--- config.mk ---
export PLATFORM = sky130hd
export DESIGN_NAME = input_event_timestamper
export DESIGN_NICKNAME = d
export VERILOG_FILES = /design/src/rtl/input_event_timestamper_pkg.sv /design/src/rtl/input_event_timestamper_fifo.sv /design/src/rtl/input_event_timestamper.sv
export SDC_FILE = /design/constraint.sdc
export NUM_CORES = 1
export LEC_CHECK = 0
export CAP_MARGIN = 20
export CELL_PAD_IN_SITES_DETAIL_PLACEMENT = 1
export CELL_PAD_IN_SITES_GLOBAL_PLACEMENT = 2
export CORE_AREA = 5 5 241 243
export DETAILED_ROUTE_END_ITERATION = 12
export DIE_AREA = 0 0 246 248
export DONT_BUFFER_PORTS = 1
export GPL_TIMING_DRIVEN = 0
export PLACE_DENSITY = 0.82
export SLEW_MARGIN = 25
export SYNTH_ARGS = -nofsm -noshare
export SYNTH_HDL_FRONTEND = slang
export SYNTH_SLANG_ARGS = --single-unit
--- constraint.sdc ---
create_clock -name clk -period 4.1 [get_ports clk]
set_input_delay 0.82 -clock clk [delete_from_list [all_inputs] [get_ports clk]]
set_output_delay 0.82 -clock clk [all_outputs]
set_load 0.02 [all_outputs]
--- src/rtl/input_event_timestamper_pkg.sv ---
// Shared record type, register map and status/control bit positions for the
// input event timestamper.
package timestamper_pkg;

  typedef struct packed {
    logic        vblank;
    logic [6:0]  pins;
    logic [31:0] ts;
  } ts_event_t;

  localparam logic [1:0] REG_STATUS = 2'd0;
  localparam logic [1:0] REG_HEAD   = 2'd1;
  localparam logic [1:0] REG_TS_HI  = 2'd2;
  localparam logic [1:0] REG_TS_LO  = 2'd3;

  localparam int ST_OVERFLOW = 15;
  localparam int ST_EMPTY    = 14;
  localparam int ST_FULL     = 13;
  localparam int ST_IRQ_EN   = 12;

  localparam int CTL_CLR_OVF = 0;
  localparam int CTL_FLUSH   = 1;
  localparam int CTL_IRQ_EN  = 2;

endpackage

--- src/rtl/input_event_timestamper_fifo.sv ---
// Synchronous record FIFO. Flush beats everything; a pop on a full FIFO frees
// the slot that a simultaneous push then reuses, so that push is not dropped.
module ts_event_fifo
  import timestamper_pkg::*;
#(
  parameter int DEPTH_LOG2 = 4
) (
  input  logic                clk,
  input  logic                reset,
  input  logic                push,
  input  ts_event_t           push_data,
  input  logic                pop,
  input  logic                flush,
  output ts_event_t           head,
  output logic [DEPTH_LOG2:0] count,
  output logic                full,
  output logic                empty
);

  localparam int DEPTH = 2 ** DEPTH_LOG2;
  localparam logic [DEPTH_LOG2-1:0] PTR_ONE = 1;
  localparam logic [DEPTH_LOG2:0]   CNT_ONE = 1;

  ts_event_t             mem_q [DEPTH];
  logic [DEPTH_LOG2-1:0] wr_ptr_q, wr_ptr_d, rd_ptr_q, rd_ptr_d;
  logic [DEPTH_LOG2:0]   count_q, count_d;
  logic                  do_push, do_pop;

  assign empty   = ~|count_q;
  assign full    = count_q[DEPTH_LOG2];
  assign count   = count_q;
  assign head    = mem_q[rd_ptr_q];
  assign do_pop  = pop & ~empty & ~flush;
  assign do_push = push & ~flush & (~full | do_pop);

  always_comb begin
    wr_ptr_d = wr_ptr_q;
    rd_ptr_d = rd_ptr_q;
    count_d  = count_q;
    if (flush) begin
      wr_ptr_d = '0;
      rd_ptr_d = '0;
      count_d  = '0;
    end else begin
      if (do_push) wr_ptr_d = wr_ptr_q + PTR_ONE;
      if (do_pop)  rd_ptr_d = rd_ptr_q + PTR_ONE;
      case ({do_push, do_pop})
        2'b10:   count_d = count_q + CNT_ONE;
        2'b01:   count_d = count_q - CNT_ONE;
        default: count_d = count_q;
      endcase
    end
  end

  always_ff @(posedge clk) begin
    if (reset) begin
      wr_ptr_q <= '0;
      rd_ptr_q <= '0;
      count_q  <= '0;
    end else begin
      wr_ptr_q <= wr_ptr_d;
      rd_ptr_q <= rd_ptr_d;
      count_q  <= count_d;
    end
  end

  // Storage is not reset: count/pointers alone decide what is valid.
  always_ff @(posedge clk) begin
    if (do_push) mem_q[wr_ptr_q] <= push_data;
  end

endmodule

--- src/rtl/input_event_timestamper.sv ---
// Timestamps edges on user_in into a FIFO readable over the 68000 bus.
// Optional per-bit debounce: define TS_DEBOUNCE_EN.
module input_event_timestamper
  import timestamper_pkg::*;
#(
  parameter int              DEPTH_LOG2      = 4,
  parameter int              IN_W            = 7,
  parameter logic [IN_W-1:0] EDGE_MASK       = IN_W'(7'h7F),
  parameter int              DEBOUNCE_CYCLES = 16
) (
  input  logic            clk,
  input  logic            reset,
  input  logic [IN_W-1:0] user_in,
  input  logic            vblank,
  input  logic            sel,
  input  logic            rw,
  input  logic [1:0]      ds_n,
  input  logic [1:0]      addr,
  input  logic [15:0]     din,
  output logic [15:0]     dout,
  output logic            irq
);

  logic [31:0]         ts_q, rec_ts;
  logic [IN_W-1:0]     sync1_q, sync2_q, prev_q, level, edges;
  logic                acc, acc_q, acc_rise, wr_ctl, pop, flush, push, drop;
  logic                overflow_q, overflow_d, irq_en_q, irq_en_d, irq_q;
  ts_event_t           push_data, head;
  logic [DEPTH_LOG2:0] count;
  logic                full, empty;
  logic                unused_din;

  assign unused_din = ^din[15:3];

  always_ff @(posedge clk) begin
    if (reset) begin
      ts_q    <= '0;
      sync1_q <= '0;
      sync2_q <= '0;
      prev_q  <= '0;
    end else begin
      ts_q    <= ts_q + 32'd1;
      sync1_q <= user_in;
      sync2_q <= sync1_q;
      prev_q  <= level;
    end
  end

`ifdef TS_DEBOUNCE_EN
  localparam int DB_W = $clog2(DEBOUNCE_CYCLES + 1);
  localparam logic [DB_W-1:0] DB_LAST = DB_W'(DEBOUNCE_CYCLES - 1);
  localparam logic [DB_W-1:0] DB_ONE  = 1;

  logic [IN_W-1:0] stable_q, stable_d;
  logic [DB_W-1:0] db_cnt_q [IN_W];
  logic [DB_W-1:0] db_cnt_d [IN_W];

  // A bit's counter runs only while its synced value disagrees with the accepted level.
  always_comb begin
    stable_d = stable_q;
    for (int i = 0; i < IN_W; i++) begin
      db_cnt_d[i] = '0;
      if (sync2_q[i] != stable_q[i]) begin
        if (db_cnt_q[i] == DB_LAST) stable_d[i] = sync2_q[i];
        else                        db_cnt_d[i] = db_cnt_q[i] + DB_ONE;
      end
    end
  end

  always_ff @(posedge clk) begin
    if (reset) begin
      stable_q <= '0;
      for (int i = 0; i < IN_W; i++) db_cnt_q[i] <= '0;
    end else begin
      stable_q <= stable_d;
      for (int i = 0; i < IN_W; i++) db_cnt_q[i] <= db_cnt_d[i];
    end
  end

  assign level  = stable_q;
  assign rec_ts = ts_q - 32'(DEBOUNCE_CYCLES);
`else
  assign level  = sync2_q;
  assign rec_ts = ts_q;
`endif

  assign edges            = (level ^ prev_q) & EDGE_MASK;
  assign push             = |edges;
  assign push_data.vblank = vblank;
  assign push_data.pins   = 7'(level);
  assign push_data.ts     = rec_ts;

  // One bus action per access, taken on the rising edge of the strobe.
  assign acc      = sel & ~&ds_n;
  assign acc_rise = acc & ~acc_q;
  assign wr_ctl   = acc_rise & ~rw & (addr == REG_STATUS) & ~ds_n[0];
  assign pop      = acc_rise & rw & (addr == REG_TS_LO);
  assign flush    = wr_ctl & din[CTL_FLUSH];
  assign drop     = push & full & ~pop & ~flush;

  always_comb begin
    overflow_d = overflow_q;
    irq_en_d   = irq_en_q;
    if (wr_ctl) begin
      irq_en_d = din[CTL_IRQ_EN];
      if (din[CTL_CLR_OVF]) overflow_d = 1'b0;
    end
    if (drop) overflow_d = 1'b1;
  end

  always_ff @(posedge clk) begin
    if (reset) begin
      acc_q      <= 1'b0;
      overflow_q <= 1'b0;
      irq_en_q   <= 1'b0;
      irq_q      <= 1'b0;
    end else begin
      acc_q      <= acc;
      overflow_q <= overflow_d;
      irq_en_q   <= irq_en_d;
      irq_q      <= irq_en_q & ~empty;
    end
  end

  assign irq = irq_q;

  ts_event_fifo #(.DEPTH_LOG2(DEPTH_LOG2)) u_fifo (
    .clk       (clk),
    .reset     (reset),
    .push      (push),
    .push_data (push_data),
    .pop       (pop),
    .flush     (flush),
    .head      (head),
    .count     (count),
    .full      (full),
    .empty     (empty)
  );

  always_comb begin
    dout = '0;
    case (addr)
      REG_STATUS: begin
        dout[ST_OVERFLOW] = overflow_q;
        dout[ST_EMPTY]    = empty;
        dout[ST_FULL]     = full;
        dout[ST_IRQ_EN]   = irq_en_q;
        dout[7:0]         = 8'(count);
      end
      REG_HEAD:  if (!empty) dout = {8'h00, head.vblank, head.pins};
      REG_TS_HI: if (!empty) dout = head.ts[31:16];
      default:   if (!empty) dout = head.ts[15:0];
    endcase
  end

endmodule

==> flow_summary.yaml, run 1 <==
run_status:
  run_status: "completed"
yosys:
  yosysSeqAreaShare_pct: 75.2
  synth_nets: 1434
  syn_inst: 1393
  synth_ff_type: "edfxtp_1"
  yosys.area.top_type_share_pct: 69.8
  synth_commonest_cells: "640 x edfxtp_1, 156 x mux4_2, 74 x dfxtp_1"
  async_reset_ff_share_pct: 0
  synth_edf_count: 640
  syn_area_per_cell_um2: 19.8
  yosysWarnings: 0
  yosysMostFrequentCell: "edfxtp_1"
  synth.area.top_cells: "edfxtp_1 70%, mux4_2 13%, dfxtp_1 5.4%"
  synth_seq_cells: 714
  syn_area_mm2: 0.0275
  synth_cell_type_count: 54
  synth_top_cell_by_area: "edfxtp_1"
sta:
  finClkSkew_ns: 0.0206
  worstMarginPinSlew_ns: 1.00
  final.setup.tns_ns: 0
  timing.hold.ws_ns: 0.307
  slew-limit-headroom_pct: 33.2
  max_clock_freq_ghz: 0.248
  hold_viol: 0
  slew_viol_final: 0
  setup_viol: 0
  period_share_pct: 98.3
  period_needed_ns: 4.03
die:
  row_count: 87
  core_area_mm2: 0.0557
  pin_count: 49
  die_area_mm2: 0.0610
  die_height_um: 248
  start_util_pct: 49.4
  die_x_um: 246
critical_path:
  worst-path-max-fanout: 10
  cp-end-kind: "output pin"
  crit_required_ns: 3.28
  r2r_start: "u_fifo.count[2]"
  path_class: "reg -> out"
  arrival_ns: 3.21
  start_kind: "register"
cells_and_area:
  area_delta_synth_final_pct: 14.6
  postLayoutCoreUtil_pct: 56.6
  drive_gt1_share_pct: 24.9
  nets: 1524
  antenna_cells: 0
  design_area_mm2: 0.0316
cts:
  clock_path_buffers: 3
  cts_tree: "done"
  numCtsBuffers: 70
  cts_root_buf: "clkbuf_16"
  clk_pin_slew_ns: 0.06
  clock_latency_ns: 0.62
  cts_max_level: 3
  cts.sinks: 714
global_routing:
  first_global_vias: 15251
  grt-ovfl-total: 0
  grt_use_met3_pct: 5.48
  grt_use_met2_pct: 40.4
  top_usage_layer: "met2"
  grt_start_max_net_pins: 32
  grt_use_met1_pct: 34.1
  grt_usage_pct: 24.9
  antenna_found_initial: 1
  grt_pass1_wl_um: 108000
detailed_routing:
  drc: 0
  vias_per_cell: 6.33
  firstDrtPassIters: 6
  wl_per_cell_um: 32.7
  num_vias: 14516
  wl_um: 74900
  drt_iter0_drc: 1665
  ant_nets: 0
pwr:
  finalPower_w: 0.0157
  p_per_area_mw_per_mm2: 497
  irDropWorstVdd_mv: 0.290
  p_leak_nw: 10.1
run:
  max-cap-violations: 0
min_path:
  hold_start: "vblank"
  hp-class: "in -> reg"
place:
  place_area_mm2: 0.0289
  io_buffers: 0
  globalplace.congestion: 0.779
  hpwl_um: 43900
[cell type report]
type / count / area, um2
Buffer: 66 / 427
Clock buffer: 95 / 1990
Clock inverter: 31 / 347
Fill cell: 4831 / 24200
Inverter: 12 / 45.0
Multi-Input combinational cell: 599 / 6690
Sequential cell: 714 / 20700
Tap cell: 756 / 946
Timing Repair Buffer: 20 / 419
[worst max-delay path, stage by stage, from the launching register on]
cell	delay, ns
dfxtp_1	0.56
clkbuf_1	0.69
mux4_2	0.44
a22oi_1	0.23
a21oi_1	0.21
a21oi_1	0.16
o211ai_1	0.30
[sequential cells by signal, summed over array words and instances (netlist names), named ones only]
signal,flops
u_fifo.mem_q,640
rec_ts,32
level,7
prev_q,7
sync1_q,7
u_fifo.count,5
u_fifo.rd_ptr_q,4
u_fifo.wr_ptr_q,4
acc_q,1
irq,1
irq_en_q,1
overflow_q,1
[power breakdown]
part / internal [W] / leakage, nW / total (W) / switching (W)
clock: 0.00386 / 1.15 / 0.00659 / 0.00273
combinational: 0.000319 / 2.37 / 0.000917 / 0.000598
sequential: 0.00809 / 6.57 / 0.00818 / 0.0000895
total: 0.0123 / 10.1 / 0.0157 / 0.00342
[metrics by stage]
stage	worst slack, ns	cells
2_1_floorplan	0.250	1393
3_3_place_gp	-1.45	2149
3_5_place_dp	-0.909	2165
4_1_cts	-0.000185	2292
5_1_grt	-0.00528	2293
6_report	0.0693	2293
[cell usage in the layout, fill, tap and decap left out, types with 17 or more instances in the layout]
| cell | instances |
|---|---|
| dfxtp_1 | 69 |
| nor2_1 | 52 |
| a21oi_1 | 34 |
| clkbuf_16 | 74 |
| nor2b_1 | 30 |
| xor2_1 | 21 |
| xnor2_1 | 17 |
| mux4_2 | 156 |
| clkbuf_1 | 31 |
| mux2i_1 | 25 |
| a22oi_1 | 49 |
| edfxtp_1 | 640 |
| nand2_1 | 29 |
[cells by family (layout without fill, tap and decap cells)]
kind of cell	after synthesis	after routing	synth area share [%]
buffers and inverters	80	224	1.28
multiplexers	191	191	14.1
XOR/XNOR	38	38	1.21
AO/OA/AOI/OAI	149	149	3.67
adder cells (fa/ha/maj)	9	9	0.409
AND/OR/NAND/NOR	212	212	4.19
flip-flops	714	714	75.2
[path summary, 6_finish.rpt]
check	end	cells after the start	slack [ns]
worst max register to register	u_fifo.count[4]	15	0.22
worst min register to register	level[3]	1	0.44
worst max-delay path	dout[1]	6	0.07
worst min-delay path	u_fifo.mem_q[4][39]	0	0.31
[metal layers]
metal / wire [um] / vias to the layer above
met2: 36400 / 770
met5: 7 / -
li1: - / 5881
met4: 2350 / 2
met1: 29700 / 7715
met3: 6410 / 148
[what timing repair did]
item / 4_1_cts / 5_1_grt
endpoints found under the setup margin: 18 / 13
endpoints found under the hold margin: 0 / 0
hold buffers: 0 / 0
resized for setup: 63 / 31
pin swaps: 4 / 3
buffers inserted: 3 / 0
No activity file was read; power rests on OpenSTA's default activity.
==> inputs of run 2 (changes only) <==
--- a/config.mk
+++ b/config.mk
@@ -5,7 +5,6 @@
 export SDC_FILE = /design/constraint.sdc
 export NUM_CORES = 1
 export LEC_CHECK = 0
-export CAP_MARGIN = 20
 export CELL_PAD_IN_SITES_DETAIL_PLACEMENT = 1
 export CELL_PAD_IN_SITES_GLOBAL_PLACEMENT = 2
 export CORE_AREA = 5 5 241 243
==> results of run 2 <==
No change in the layout: final DEF, timing and power equal those of run 1.
==> inputs of run 3 (changes only) <==
--- a/config.mk
+++ b/config.mk
@@ -5,6 +5,7 @@
 export SDC_FILE = /design/constraint.sdc
 export NUM_CORES = 1
 export LEC_CHECK = 0
+export CAP_MARGIN = 5
 export CELL_PAD_IN_SITES_DETAIL_PLACEMENT = 1
 export CELL_PAD_IN_SITES_GLOBAL_PLACEMENT = 2
 export CORE_AREA = 5 5 241 243
@@ -12,6 +13,7 @@
 export DIE_AREA = 0 0 246 248
 export DONT_BUFFER_PORTS = 1
 export GPL_TIMING_DRIVEN = 0
+export MAX_ROUTING_LAYER = met4
 export PLACE_DENSITY = 0.82
 export SLEW_MARGIN = 25
 export SYNTH_ARGS = -nofsm -noshare
==> run 3 against run 2 <==
Sequential power hardly changed. Largest cell class unchanged. Count of clock-buffer cells in the layout did not move. Critical endpoint is now dout[6]. Combinational power barely moved. Highest routed layer is now met4.
==> flow_summary.yaml, run 3 (synthesis gave the netlist of run 1 again) <==
detailed_routing:
  drt_iter0_drc: 1556
  drc: 0
  wl_per_cell_um: 32.6
  wl_um: 74900
  vias_per_cell: 6.31
  firstDrtPassIters: 5
  ant_nets: 0
  num_vias: 14470
pwr:
  finalPower_w: 0.0157
  p_per_area_mw_per_mm2: 497
  p_leak_nw: 10.1
  irDropWorstVdd_mv: 0.288
critical_path:
  arrival_ns: 3.26
  start_kind: "register"
  path_cells: "clkbuf_4 > clkbuf_4 > clkbuf_4 > nor3_1 > a21oi_1 > nand4_1 > a21oi_2"
  path_common_cell: "clkbuf_4"
  worst-path-max-fanout: 10
  max_stage_delay_ns: 0.57
  r2r_slack_ns: 0.20
  crit_slowest_cell: "dfxtp_1"
  path_class: "reg -> out"
  crit_required_ns: 3.28
  cp-end-kind: "output pin"
global_routing:
  grt_start_max_net_pins: 32
  grt_use_met3_pct: 5.50
  antenna_found_initial: 1
  grt-ovfl-total: 0
  grt_usage_pct: 25.7
  top_usage_layer: "met2"
  grt_pass1_wl_um: 108000
  first_global_vias: 15235
  grt_use_met2_pct: 40.4
  grt_use_met1_pct: 34.1
run:
  max-cap-violations: 0
die:
  die_area_mm2: 0.0610
  pin_count: 49
  core_area_mm2: 0.0557
  start_util_pct: 49.4
  die_x_um: 246
  row_count: 87
  die_height_um: 248
place:
  io_buffers: 0
  place_ws_ns: -0.909
  hpwl_um: 43900
  globalplace.congestion: 0.789
sta:
  finClkSkew_ns: 0.0191
  period_share_pct: 99.5
  hold_viol: 0
  setup_slack_ns: 0.0222
  max_clock_freq_ghz: 0.245
  period_needed_ns: 4.08
  slew_viol_final: 0
  setup_viol: 0
  worstMarginPinSlew_ns: 1.02
  slew-limit-headroom_pct: 31.8
cts:
  cts.sinks: 714
  clock_latency_ns: 0.61
  clock_path_buffers: 3
  clk_pin_slew_ns: 0.06
  numCtsBuffers: 70
  cts_tree: "done"
  cts_root_buf: "clkbuf_16"
  cts_max_level: 3
min_path:
  hp-class: "in -> reg"
cells_and_area:
  drive_gt1_share_pct: 24.9
  largest_reg_flops: 640
  nets: 1524
  regMostFlops: "u_fifo.mem_q"
  area_delta_synth_final_pct: 14.6
  layout_common_cells: "640 x edfxtp_1, 156 x mux4_2, 74 x clkbuf_16, 69 x dfxtp_1, 52 x nor2_1"
  final_common_cell: "edfxtp_1"
run_status:
  run_status: "completed"
-- run 3: final timing paths --
check	start	endpoint	cells after the start
worst max-delay path	register	dout[6]	7
worst min-delay path	vblank	u_fifo.mem_q[4][39]	0
worst max register to register	u_fifo.count[2]	u_fifo.count[4]	15
worst min register to register	sync1_q[5]	level[5]	1
-- run 3: metal layers --
metal  vias up  routed length, um
met2       749              36400
met1      7681              29500
met5         -                  0
met3       153               6520
met4         0               2460
li1       5887                  -
-- run 3: per-stage QoR --
stage          instances  setup TNS (ns)  utilization, %  hold WS (ns)  instance area (um2)
6_report            2294               0            56.6         0.308                31600
5_1_grt             2294        -0.00474            56.6         0.287                31600
4_1_cts             2292       -0.000185            56.5         0.283                31500
3_5_place_dp        2165           -2.13            51.9         0.430                28900
3_3_place_gp        2149         -804.48            51.1         0.420                28500
2_1_floorplan       1393               0               -         0.414                27500
-- run 3: repair_timing --
action,4_1_cts,5_1_grt
gates resized for setup,63,31
endpoints found under the hold margin,0,0
pin swaps,4,3
setup endpoints to repair,18,13
buffers inserted,3,0
hold buffers,0,0
-- run 3: where the power goes --
group / leakage, nW / switching [W] / internal, W
Combinational: 2.37 / 0.000596 / 0.000319
Sequential: 6.57 / 0.0000900 / 0.00809
Clock: 1.15 / 0.00273 / 0.00386
Total: 10.1 / 0.00341 / 0.0123
-- run 3: critical path: cells and delay by family, from the launching register on --
family / cells / cell delay [ns]
AOI/OAI and AO/OA: 2 / 0.68
buffers and inverters: 3 / 1.10
DFF: 1 / 0.57
and+or+nand+nor: 2 / 0.27
-- run 3: final cells by class --
cell class	count	area, um2
sequential	714	20700
timing repair buffer	20	419
buffer	66	427
tap	756	946
antenna	1	2.50
fill	4831	24200
inverter	12	45.0
clock inverter	31	347
multi-input combinational	599	6690
clock buffer	95	1990
